===== config.mk =====
export PLATFORM = sky130hd
export DESIGN_NAME = lc3_control
export DESIGN_NICKNAME = d
export VERILOG_FILES = /design/src/rtl/lc3_control.sv
export SDC_FILE = /design/constraint.sdc
export NUM_CORES = 1
export LEC_CHECK = 0
export ABC_AREA = 1
export CORE_MARGIN = 2
export CORE_UTILIZATION = 25
export DETAILED_ROUTE_END_ITERATION = 12
export PLACE_DENSITY = 0.62
export SYNTH_ARGS = -nofsm -noshare
export SYNTH_HDL_FRONTEND = slang
export SYNTH_SLANG_ARGS = --single-unit

===== constraint.sdc =====
create_clock -name clk -period 1.6 [get_ports clk]
set_input_delay 0.48 -clock clk [delete_from_list [all_inputs] [get_ports clk]]
set_output_delay 0.48 -clock clk [all_outputs]
set_load 0.03 [all_outputs]

===== src/rtl/lc3_control.sv =====
// lc3_control: multi-cycle control FSM for the LC-3 datapath.
// Sequences fetch / decode / execute and drives every bus enable, register
// load, mux select and write enable. Memory is a request/ready handshake
// (memEN/memWE held until memRdy); an optional wait limit flags memErr.
// Ports:
//   clk, rst (sync, active low)      clock and reset
//   IR, N, Z, P                      instruction and condition flags
//   memRdy                           memory access complete this cycle
//   enaALU/enaMARM/enaPC/enaMDR      bus drivers (never more than one)
//   ldPC/ldIR/ldMAR/ldMDR            register loads
//   selMDR, selPC, selEAB1/2, selMARM datapath selects
//   memEN, memWE                     memory request / write
//   flagWE, regWE                    flag and register-file writes
//   DR, SR1, SR2, ALUctrl            register addresses and ALU op
//   halted, memErr                   HALT state, sticky wait-limit error
module lc3_control #(
  parameter int MAX_WAIT     = 0,
  parameter bit HALT_ON_TRAP = 1'b1
) (
  input  logic        clk,
  input  logic        rst,
  input  logic [15:0] IR,
  input  logic        N,
  input  logic        Z,
  input  logic        P,
  input  logic        memRdy,
  output logic        enaALU,
  output logic        enaMARM,
  output logic        enaPC,
  output logic        enaMDR,
  output logic        ldPC,
  output logic        ldIR,
  output logic        ldMAR,
  output logic        ldMDR,
  output logic        selMDR,
  output logic        memEN,
  output logic        memWE,
  output logic        flagWE,
  output logic        regWE,
  output logic [1:0]  selPC,
  output logic        selEAB1,
  output logic [1:0]  selEAB2,
  output logic        selMARM,
  output logic [2:0]  DR,
  output logic [2:0]  SR1,
  output logic [2:0]  SR2,
  output logic [1:0]  ALUctrl,
  output logic        halted,
  output logic        memErr
);

  typedef enum logic [4:0] {
    S_FETCH0, S_FETCH1, S_FETCH2, S_DECODE, S_EXEC, S_BR0, S_JMP0,
    S_JSR0, S_JSR1, S_LEA0, S_ADDR, S_MRD, S_IND, S_WB, S_SDAT, S_MWR,
    S_HALT
  } state_e;

  localparam logic [3:0] OP_BR  = 4'h0, OP_ADD = 4'h1, OP_LD  = 4'h2,
                         OP_ST  = 4'h3, OP_JSR = 4'h4, OP_AND = 4'h5,
                         OP_LDR = 4'h6, OP_STR = 4'h7, OP_NOT = 4'h9,
                         OP_LDI = 4'hA, OP_JMP = 4'hC, OP_LEA = 4'hE,
                         OP_TRP = 4'hF;

  // Wait count at which the last permitted no-ready cycle is reached.
  localparam logic [15:0] WAIT_LIM = (MAX_WAIT > 0) ? 16'(MAX_WAIT - 1) : 16'd0;

  state_e      state_q, state_d;
  logic [15:0] wait_q, wait_d;
  logic        err_q, err_d;
  logic        ind_q, ind_d;   // LDI: pointer already fetched, next MRD is data
  logic [3:0]  op_s;
  logic        mem_state_s;
  logic        timeout_s;
  logic        br_taken_s;
  logic        unused_ok_s;

  assign op_s        = IR[15:12];
  assign mem_state_s = (state_q == S_FETCH1) || (state_q == S_MRD) || (state_q == S_MWR);
  assign timeout_s   = (MAX_WAIT > 0) && mem_state_s && !memRdy && (wait_q == WAIT_LIM);
  assign br_taken_s  = (IR[11] & N) | (IR[10] & Z) | (IR[9] & P);
  assign unused_ok_s = ^IR[5:3];

  // State, wait counter, sticky error and LDI indirection flag.
  always_ff @(posedge clk) begin
    if (!rst) begin
      state_q <= S_FETCH0;
      wait_q  <= 16'd0;
      err_q   <= 1'b0;
      ind_q   <= 1'b0;
    end else begin
      state_q <= state_d;
      wait_q  <= wait_d;
      err_q   <= err_d;
      ind_q   <= ind_d;
    end
  end

  // Next-state and control outputs; everything is forced low while in reset.
  always_comb begin
    state_d = state_q;
    wait_d  = 16'd0;
    err_d   = err_q;
    ind_d   = ind_q;
    enaALU  = 1'b0; enaMARM = 1'b0; enaPC  = 1'b0; enaMDR = 1'b0;
    ldPC    = 1'b0; ldIR    = 1'b0; ldMAR  = 1'b0; ldMDR  = 1'b0;
    selMDR  = 1'b0; memEN   = 1'b0; memWE  = 1'b0;
    flagWE  = 1'b0; regWE   = 1'b0;
    selPC   = 2'b00; selEAB1 = 1'b0; selEAB2 = 2'b00; selMARM = 1'b0;
    DR      = 3'd0; SR1 = 3'd0; SR2 = 3'd0; ALUctrl = 2'b00;
    halted  = 1'b0;
    memErr  = 1'b0;
    if (!rst) begin
      state_d = S_FETCH0;
      err_d   = 1'b0;
      ind_d   = 1'b0;
    end else begin
      memErr = err_q;
      case (state_q)
        S_FETCH0: begin
          enaPC = 1'b1; ldMAR = 1'b1; ldPC = 1'b1; selPC = 2'b00;
          state_d = S_FETCH1;
        end
        S_FETCH1: begin
          memEN = 1'b1;
          if (memRdy) begin
            selMDR = 1'b1; ldMDR = 1'b1; state_d = S_FETCH2;
          end else begin
            state_d = S_FETCH1;
          end
        end
        S_FETCH2: begin
          enaMDR = 1'b1; ldIR = 1'b1; state_d = S_DECODE;
        end
        S_DECODE: begin
          ind_d = 1'b0;
          case (op_s)
            OP_ADD, OP_AND, OP_NOT:               state_d = S_EXEC;
            OP_BR:                                state_d = S_BR0;
            OP_JMP:                               state_d = S_JMP0;
            OP_JSR:                               state_d = S_JSR0;
            OP_LEA:                               state_d = S_LEA0;
            OP_LD, OP_LDR, OP_LDI, OP_ST, OP_STR: state_d = S_ADDR;
            OP_TRP:  state_d = HALT_ON_TRAP ? S_HALT : S_FETCH0;
            default:                              state_d = S_FETCH0;
          endcase
        end
        S_EXEC: begin
          enaALU = 1'b1; regWE = 1'b1; flagWE = 1'b1;
          DR = IR[11:9]; SR1 = IR[8:6]; SR2 = IR[2:0];
          case (op_s)
            OP_AND:  ALUctrl = 2'b01;
            OP_NOT:  ALUctrl = 2'b10;
            default: ALUctrl = 2'b00;
          endcase
          state_d = S_FETCH0;
        end
        S_BR0: begin
          if (br_taken_s) begin
            ldPC = 1'b1; selPC = 2'b01; selEAB1 = 1'b0; selEAB2 = 2'b10;
          end else begin
            ldPC = 1'b0;
          end
          state_d = S_FETCH0;
        end
        S_JMP0: begin
          enaALU = 1'b1; ALUctrl = 2'b11; SR1 = IR[8:6];
          ldPC = 1'b1; selPC = 2'b10;
          state_d = S_FETCH0;
        end
        S_JSR0: begin
          enaPC = 1'b1; regWE = 1'b1; DR = 3'd7;
          state_d = S_JSR1;
        end
        S_JSR1: begin
          ldPC = 1'b1;
          if (IR[11]) begin
            selPC = 2'b01; selEAB1 = 1'b0; selEAB2 = 2'b11;
          end else begin
            selPC = 2'b10; enaALU = 1'b1; ALUctrl = 2'b11; SR1 = IR[8:6];
          end
          state_d = S_FETCH0;
        end
        S_LEA0: begin
          enaMARM = 1'b1; selMARM = 1'b0; selEAB1 = 1'b0; selEAB2 = 2'b10;
          regWE = 1'b1; flagWE = 1'b1; DR = IR[11:9];
          state_d = S_FETCH0;
        end
        S_ADDR: begin
          enaMARM = 1'b1; ldMAR = 1'b1; selMARM = 1'b0;
          // Base+offset6 forms address off Ra; the rest are PC-relative.
          if ((op_s == OP_LDR) || (op_s == OP_STR)) begin
            selEAB1 = 1'b1; selEAB2 = 2'b01; SR1 = IR[8:6];
          end else begin
            selEAB1 = 1'b0; selEAB2 = 2'b10;
          end
          if ((op_s == OP_ST) || (op_s == OP_STR)) begin
            state_d = S_SDAT;
          end else begin
            state_d = S_MRD;
          end
        end
        S_MRD: begin
          memEN = 1'b1;
          if (memRdy) begin
            selMDR = 1'b1; ldMDR = 1'b1;
            state_d = ((op_s == OP_LDI) && !ind_q) ? S_IND : S_WB;
          end else begin
            state_d = S_MRD;
          end
        end
        S_IND: begin
          enaMDR = 1'b1; ldMAR = 1'b1; ind_d = 1'b1;
          state_d = S_MRD;
        end
        S_WB: begin
          enaMDR = 1'b1; regWE = 1'b1; flagWE = 1'b1; DR = IR[11:9];
          state_d = S_FETCH0;
        end
        S_SDAT: begin
          enaALU = 1'b1; ALUctrl = 2'b11; SR1 = IR[11:9];
          ldMDR = 1'b1; selMDR = 1'b0;
          state_d = S_MWR;
        end
        S_MWR: begin
          memEN = 1'b1; memWE = 1'b1;
          state_d = memRdy ? S_FETCH0 : S_MWR;
        end
        S_HALT: begin
          halted = 1'b1;
          state_d = S_HALT;
        end
        default: state_d = S_FETCH0;
      endcase
      // Wait limit overrides the handshake; count restarts on every state entry.
      if (timeout_s) begin
        state_d = S_HALT;
        err_d   = 1'b1;
      end else if ((state_d == state_q) && mem_state_s && (wait_q != 16'hFFFF)) begin
        wait_d = wait_q + 16'd1;
      end else begin
        wait_d = 16'd0;
      end
    end
  end

endmodule

==> results.cfg <==
[route]
m1WireLength_mm = 2.009
ant_nets = 0
via_per_inst = 4.682
drt-wirelength-per-cell_um = 13.20
drtIter0Drc = 54
dr.pass1.iters = 4
routed_wl_mm = 4.897
dr_wl_met2_mm = 2.519
wl_met3_um = 292
vias = 1737
top_layer = met4
drc_errors = 0

[logic_synthesis]
synth_top_cell_by_area = nand2_1
yosys_most_used_dff = dfxtp_1
synthArstFlopShare = 0
seq_area_frac_synth = 0.1398
synth_top_area_share = 0.2135
synth_area_leaders = nand2_1 21%, dfxtp_1 14%, nor2_1 12%
synthCells = 196
synth_edf_count = 0
synthesis.area_mm2 = 0.001002
synth_area_per_cell_um2 = 5.113
synth-seq-cells = 7
yosysWarnings = 0
ys_types = 23
synth_fp_nets = 218

[floorplanning]
row_count = 23
initial_utilization = 0.2561
ioPinCount = 54
die_h_um = 67.32
die_x_um = 67.32
core_area_mm2 = 0.003914
dieArea_mm2 = 0.004531

[placed_design]
place.gp.congestion = 0.8608
port_buffers = 49
dp_hpwl_mm = 3.457
numPlacedInstances = 346

[clock_tree]
cts-root-buf = clkbuf_8
cts_tree = done
clock_path_buffers = 2
cts_made_buffers = 3
cts_sinks = 7
cts.clk_slew.worst_paths_ps = 50
clk_latency_ps = 230
cts_max_level = 1

[global_route]
antenna_found_initial = 0
grt_pass1_vias = 1566
overflow = 0
groute.usage.overall = 0.2064
grt_max_degree = 14
grt_pass1_wl_mm = 7.251

[final_layout]
antenna_cells = 0
fillCellCount = 282
synthToLayoutAreaGrowth_pct = 191.1
nets = 344
final-instance-count-excl-fill = 371
drive_above_1_share = 0.6729

[min_path]
worstHoldStart = err_q
hold_end = err_q
hold_class = register to register
hold_depth = 2

[job]
cap_violations = 0

[status]
status = complete, but fails checks
failed_checks = negative setup slack

[sta]
post-route-period-util = 1.300
fmax_mhz = 480.7
fin_skew_ps = 4.056
min_period_ps = 2080
rsz0062_at_grt = yes
finalHoldViolCount = 0
drv_slew = 0
setup_violations = 31
whs_ps = 444.1
fin_ws_ps = -480.2

[setup_path]
crit_type = register to output port
path_max_fanout = 5
ff2ff_setup_slack_ps = -90
cp_data_required_time_ps = 1120
startpoint_type = register
r2r_cells = 13
arrival_ps = 1600
crit_path_end_kind = output port
reg2reg_to = state_q[0]
r2r_start = state_q[3]

[power_and_ir_drop]
p_per_area_mw_per_mm2 = 388.6
peakVddDrop_mv = 0.4701
power_leakage_nw = 1.378
## metal layers
metal / GRT usage / vias up
met1: 0.2615 / 798
met2: 0.3800 / 64
met3: 0.01500 / 8
met5: 0 / -
li1: - / 867
met4: 0.04337 / 0
## stage by stage
| stage | total power, mW | setup slack [ps] | area, um2 | util | setup TNS, ps |
|---|---|---|---|---|---|
| 2_1_floorplan | 0.4801 | -199.2 | 1375 | - | -1815 |
| 3_3_place_gp | 0.6919 | -688.3 | 2242 | 0.5729 | -17700 |
| 3_5_place_dp | 0.6938 | -713.3 | 2242 | 0.5729 | -18180 |
| 4_1_cts | 1.048 | -448.0 | 2716 | 0.6941 | -10980 |
| 5_1_grt | 1.190 | -547.7 | 2918 | 0.7455 | -13820 |
| 6_report | 1.134 | -480.2 | 2918 | 0.7455 | -11860 |
## what timing repair did
item                       CTS  global route
setup endpoints to repair   32            33
gates resized for setup    117            33
hold buffers                 0             0
setup buffers               10            14
pin swaps                   35            24
## worst max-delay path by stage
stage / from / end / slack (ps)
5_1_grt: state_q[1] / DR[0] / -550
2_1_floorplan: state_q[2] / DR[0] / -200
3_3_place_gp: IR[13] / SR1[1] / -690
6_report: state_q[2] / ldMAR / -480
3_5_place_dp: IR[13] / SR1[1] / -710
4_1_cts: state_q[2] / DR[1] / -450
## where the power goes
group          switching (mW)  internal (mW)
logic                   0.358          0.312
registers              0.0253          0.182
clock network          0.0835          0.173
total                   0.467          0.667
## cell usage in the layout, fill, tap and decap left out, types with 2 or more instances in the layout
master            n
a31oi_4           5
dfxtp_1           2
buf_2             2
nand2_1          32
buf_4            48
nor2_1           15
nor2_2            4
inv_4             4
dfxtp_4           5
nand3_1          11
a21oi_1           3
buf_12            3
nand3_4           4
buf_6            56
nand2_2          12
nor2_4           20
o21ai_4           2
clkbuf_8          3
a31oi_1           2
clkdlybuf4s50_1   6
inv_1            18
dlygate4sd2_1     7
a21oi_4           8
a21oi_2           2
nand2_4          17
nand3_2           3
o21ai_1           2
nor3_4            3
inv_2             9
## cell families after synthesis
group | Yosys count | share of synthesized area
compound gates | 27 | 0.1648
simple gates | 123 | 0.5418
flops | 7 | 0.1398
other cells | 1 | 0.003742
buf+inv | 38 | 0.1498
## registers in the layout, indices dropped and copies added, names as in the netlist
register,count
state_q,5
ind_q,1
err_q,1
## cell type report
class | count | area [um2] | share of cell area
multi-input combinational | 151 | 1287 | 0.4413
timing repair buffer | 125 | 1216 | 0.4168
sequential | 7 | 158.9 | 0.05446
inverter | 34 | 147.6 | 0.05060
tap | 50 | 62.56 | 0.02144
clock buffer | 4 | 45.04 | 0.01544
## worst max-delay path, stage by stage (launching register included)
cell and delay (ps):
dfxtp_4 370, inv_4 80, nand2_4 50, nor2_4 220
nand2_1 170, buf_4 200, a31oi_4 130, buf_6 150
## synthesized netlist by cell type (2+ instances only)
library cell  instances
nand2_1              57
nor2_1               31
inv_1                28
nand3_1              17
a21oi_1              13
dfxtp_1               7
a31oi_1               6
nand2_2               5
nor2_2                5
inv_2                 4
nor2_4                3
nor3_1                3
o21ai_1               3
buf_4                 2
clkbuf_1              2
clkinv_1              2
o21ai_0               2
No activity file was read; power rests on OpenSTA's default activity.
